--- config.mk ---
export PLATFORM = sky130hd
export DESIGN_NAME = seq_compare_unit
export DESIGN_NICKNAME = d
export VERILOG_FILES = /design/src/rtl/seq_compare_pkg.sv /design/src/rtl/seq_compare_unit_chunk_compare.sv /design/src/rtl/seq_compare_unit.sv
export SDC_FILE = /design/constraint.sdc
export NUM_CORES = 1
export LEC_CHECK = 0
export BUFFER_PORTS_ARGS = -buffer_cell sky130_fd_sc_hd__buf_2
export CORE_MARGIN = 4
export CORE_UTILIZATION = 55
export CTS_BUF_LIST = sky130_fd_sc_hd__clkbuf_4 sky130_fd_sc_hd__clkbuf_8
export DETAILED_ROUTE_END_ITERATION = 8
export HOLD_SLACK_MARGIN = 0.03
export PLACE_DENSITY = 0.85
export SLEW_MARGIN = 10
export SYNTH_ARGS = -nofsm -noshare
export SYNTH_HDL_FRONTEND = slang
export SYNTH_SLANG_ARGS = --single-unit
--- constraint.sdc ---
create_clock -name clock -period 3.1 [get_ports clock]
set_input_delay 0 -clock clock [delete_from_list [all_inputs] [get_ports clock]]
set_output_delay 0 -clock clock [all_outputs]
set_load 0.01 [all_outputs]
--- src/rtl/seq_compare_pkg.sv ---
// Shared constants and FSM encoding for the sequential compare unit.
package seq_compare_pkg;

    localparam int WIDTH      = 32;
    localparam int CHUNK      = 4;
    localparam int NUM_CHUNKS = WIDTH / CHUNK;
    localparam int INDEX_BITS = $clog2(NUM_CHUNKS);

    typedef enum logic [1:0] {
        IDLE = 2'b00,
        RUN  = 2'b01,
        DONE = 2'b10
    } state_t;

endpackage

--- src/rtl/seq_compare_unit_chunk_compare.sv ---
// Combinational CHUNK-bit equality and unsigned less-than.
module chunk_compare #(
    parameter int CHUNK = 4
) (
    input  logic [CHUNK-1:0] a,
    input  logic [CHUNK-1:0] b,
    output logic             eq,
    output logic             ltU
);

    assign eq  = (a == b);
    assign ltU = (a < b);

endmodule

--- src/rtl/seq_compare_unit.sv ---
// Multi-cycle MSB-first signed/unsigned comparator with start/ready handshake.
// Optional macro SEQ_COMPARE_EARLY_EXIT_EN: finish on the first differing chunk.
module seq_compare_unit #(
    parameter int WIDTH = seq_compare_pkg::WIDTH,
    parameter int CHUNK = seq_compare_pkg::CHUNK
) (
    input  logic             clock,
    input  logic             reset,
    input  logic             ctrl_start,
    input  logic [WIDTH-1:0] data_operandA,
    input  logic [WIDTH-1:0] data_operandB,
    output logic             busy,
    output logic             data_resultRDY,
    output logic             isEqual,
    output logic             isNotEqual,
    output logic             isLessThan,
    output logic             isLessThanU
);
    import seq_compare_pkg::*;

    localparam int N_CHUNKS = WIDTH / CHUNK;
    localparam int IDX_W    = (N_CHUNKS > 1) ? $clog2(N_CHUNKS) : 1;

    state_t             state, state_nxt;
    logic [WIDTH-1:0]   op_a, op_b;
    logic [IDX_W-1:0]   idx;
    logic               decided;
    logic               ltu_r;
    logic [CHUNK-1:0]   chunk_a, chunk_b;
    logic               c_eq, c_ltu;
    logic               last_chunk;
    logic               sign_diff;

    assign chunk_a    = op_a[int'(idx)*CHUNK +: CHUNK];
    assign chunk_b    = op_b[int'(idx)*CHUNK +: CHUNK];
    assign last_chunk = (idx == '0);
    assign sign_diff  = op_a[WIDTH-1] ^ op_b[WIDTH-1];
    assign busy       = (state == RUN);

    chunk_compare #(.CHUNK(CHUNK)) u_chunk_compare (
        .a   (chunk_a),
        .b   (chunk_b),
        .eq  (c_eq),
        .ltU (c_ltu)
    );

    always_comb begin
        state_nxt = state;
        case (state)
            IDLE: if (ctrl_start) state_nxt = RUN;
            RUN: begin
`ifdef SEQ_COMPARE_EARLY_EXIT_EN
                if (last_chunk || (!decided && !c_eq)) state_nxt = DONE;
`else
                if (last_chunk) state_nxt = DONE;
`endif
            end
            DONE:    state_nxt = IDLE;
            default: state_nxt = IDLE;
        endcase
    end

    always_ff @(posedge clock) begin
        if (reset) begin
            state          <= IDLE;
            op_a           <= '0;
            op_b           <= '0;
            idx            <= '0;
            decided        <= 1'b0;
            ltu_r          <= 1'b0;
            data_resultRDY <= 1'b0;
            isEqual        <= 1'b0;
            isNotEqual     <= 1'b0;
            isLessThan     <= 1'b0;
            isLessThanU    <= 1'b0;
        end else begin
            state          <= state_nxt;
            data_resultRDY <= 1'b0;
            case (state)
                IDLE: begin
                    if (ctrl_start) begin
                        op_a    <= data_operandA;
                        op_b    <= data_operandB;
                        decided <= 1'b0;
                        ltu_r   <= 1'b0;
                        idx     <= IDX_W'(N_CHUNKS - 1);
                    end
                end
                RUN: begin
                    // Only the most significant differing chunk decides ordering.
                    if (!decided && !c_eq) begin
                        decided <= 1'b1;
                        ltu_r   <= c_ltu;
                    end
                    idx <= idx - 1'b1;
                end
                DONE: begin
                    data_resultRDY <= 1'b1;
                    isEqual        <= ~decided;
                    isNotEqual     <= decided;
                    isLessThanU    <= ltu_r;
                    // Differing sign bits: the negative operand is the smaller one.
                    isLessThan     <= decided & (sign_diff ? op_a[WIDTH-1] : ltu_r);
                end
                default: ;
            endcase
        end
    end

endmodule
==> flow_metrics.tcl <==
set metrics [dict create \
    placed_cell_area_um2 3640 \
    vias_per_cell 5.52 \
    dieWidth_um 85.5 \
    synth_area_leaders "dfxtp_1 46%, nand2_1 15%, a21oi_1 10%" \
    wl_per_cell_um 16.0 \
    ys_seq_area_frac 0.461 \
    htree_levels 3 \
    p_per_area_nw_per_um2 534 \
    synth.largest_area_cell "dfxtp_1" \
    syn-instance-count 367 \
    syn_avg_cell_area_um2 9.00 \
    grt_pass1_vias 3105 \
    cts_tree "built" \
    required_ns 3.39 \
    numPortBuffers 72 \
    hp-class "in -> reg" \
    syn_to_final_growth_pct 36.2 \
    syn-num-nets 440 \
    synth_seq_cells 76 \
    core_region_area_um2 5680 \
    place_inst 489 \
    hold_viol_final 0 \
    clock_skew_ns 0.00542 \
    routed_wl_um 9110 \
    worstSetupPathType "reg -> reg" \
    drive_gt1_frac 0.221 \
    nNetsFinal 565 \
    period_share 0.850 \
    vias 3141 \
    die_y_um 85.5 \
    grt_usage 0.260 \
    ant_nets 0 \
    initial_core_util 0.582 \
    synth_top_area_frac 0.461 \
    timing.final.crit_period_ns 2.64 \
    antenna_cells 0 \
    clock-sinks 76 \
    syn_area_um2 3300 \
    clk_latency_ns 0.35 \
    fin_cells 569 \
    grt_max_degree 48 \
    synth_cell_types 30 \
    clock-root-buffer "clkbuf_8" \
    async_flop_share 0 \
    crit_path_end_kind "flop" \
    die-area_um2 7310 \
    rsz0062_at_grt "no" \
    relSlewSlack 0.382 \
    drtPass1Iterations 5 \
    finalWorstSetupSlack_ns 0.464 \
    fin_util 0.793 \
    synthFlopType "dfxtp_1" \
    clkTransAtPathRegs_ns 0.08 \
    cp_max_fo 11 \
    r2r_slack_ns 0.46 \
    setup_viol 0 \
    gp_congestion 0.839 \
    startpoint_type "flop" \
    antenna_found_initial 0 \
    final_area_um2 4500 \
    row_count 27 \
    grt_pass1_wl_um 14900 \
    dp_worst_setup_slack_ns 0.547 \
    report.final.slew_viol_count 0 \
    tns_ns 0 \
    drv_cap 0 \
    io_pins 73 \
    grt_overflow 0 \
    tightest_slew_ns 0.925 \
    status "completed" \
    post_cts_buffers 0 \
    cp_data_arrival_time_ns 2.93 \
    p_total_mw 2.40 \
    drcViolationCount 0 \
    vdd_drop_max_v 0.000352 \
    clk_path_buf_depth 2 \
    dp_hpwl_um 5310 \
    synth-edff-count 0 \
    clock.fmax_mhz 379 \
    cts_buffers 9 \
    hold_ws_ns 0.183 \
    leakage_nw 1.91 \
    drt_iter0_markers 203 \
    yosys_warnings 0 \
]
synthesized netlist by cell type, types with 2 or more instances:
| cell | count |
|---|---|
| mux2_2 | 4 |
| buf_2 | 4 |
| inv_1 | 4 |
| nor2_1 | 6 |
| mux4_2 | 9 |
| nor3_1 | 2 |
| buf_4 | 4 |
| buf_6 | 6 |
| dfxtp_1 | 76 |
| nand2b_1 | 3 |
| ha_1 | 6 |
| a21oi_1 | 67 |
| mux2i_1 | 7 |
| nor3b_1 | 2 |
| nand2_1 | 129 |
| nor2b_1 | 3 |
| clkbuf_1 | 14 |
| a211oi_1 | 3 |
| mux4_1 | 7 |
power by group:
group / switching, mW / internal, mW / leakage (nW)
clock network: 0.370 / 0.464 / 0.114
logic: 0.229 / 0.237 / 1.17
registers: 0.0550 / 1.05 / 0.624
logic make-up (layout without fill, tap and decap cells):
logic type                 after synthesis  count (layout)  share of synthesized area
AOI/OAI and AO/OA                       75              75                      0.122
xor gates and xnor gates                 1               1                    0.00265
adders and majority gates                6               6                     0.0227
buffers and inverters                   33             163                     0.0572
DFF                                     76              76                      0.461
muxes                                   27              27                      0.152
and+or+nand+nor                        149             149                      0.183
flip-flops by register name, summed over array words and instances (netlist names), 2 cells and up:
name,flops
idx,3
op_b,32
op_a,32
state,2
critical path, stage by stage (launching register included):
cell and delay [ns]:
dfxtp_1 0.33, buf_4 0.23, mux4_1 0.59, mux2_2 0.28
ha_1 0.33, nand4_1 0.17, a2111oi_0 0.50, a41o_1 0.14
cell usage in the layout, fill, tap and decap left out, types with 2 or more instances in the layout:
master	n
nand2_1	129
dfxtp_1	76
buf_2	72
a21oi_1	67
dlygate4sd3_1	64
mux4_2	9
clkbuf_8	9
mux2i_1	7
mux4_1	7
buf_4	7
nor2_1	6
ha_1	6
mux2_2	4
inv_1	4
nor2b_1	3
a211oi_1	3
nand2b_1	3
nor3_1	2
nor3b_1	2
bufinv_16	2
clkinv_2	2
layer usage:
metal  vias to the layer above  part of all wire  global-route usage  wire (µm)
met5                         -                 0                   0          0
met1                      1453              0.40               0.311       3680
met2                       156              0.49               0.439       4450
met4                         0             0.040               0.141        360
li1                       1499                 -                   -          -
met3                        33             0.068              0.0509        618
cell type report:
cell class / count / area [µm²]
clock buffer: 10 / 131
clock inverter: 6 / 87.6
fill: 354 / 1180
inverter: 4 / 15.0
multi-input combinational: 258 / 1600
sequential: 76 / 1520
tap: 72 / 90.1
timing repair buffer: 143 / 1050
path summary, 6_finish.rpt:
path	startpoint	endpoint	cells after the start
max reg2reg	idx[0]$_SDFFE_PP0P_	ltu_r$_SDFFE_PP0P_	7
max	idx[0]$_SDFFE_PP0P_	ltu_r$_SDFFE_PP0P_	7
min reg2reg	op_b[10]$_SDFFE_PP0P_	op_b[10]$_SDFFE_PP0P_	2
min	ctrl_start	op_a[5]$_SDFFE_PP0P_	4
what timing repair did:
action                     CTS  global route
setup endpoints to repair    0             0
gates resized for setup      0             0
hold buffers                64             0
hold endpoints to repair    64             0
No activity file was read; power rests on OpenSTA's default activity.
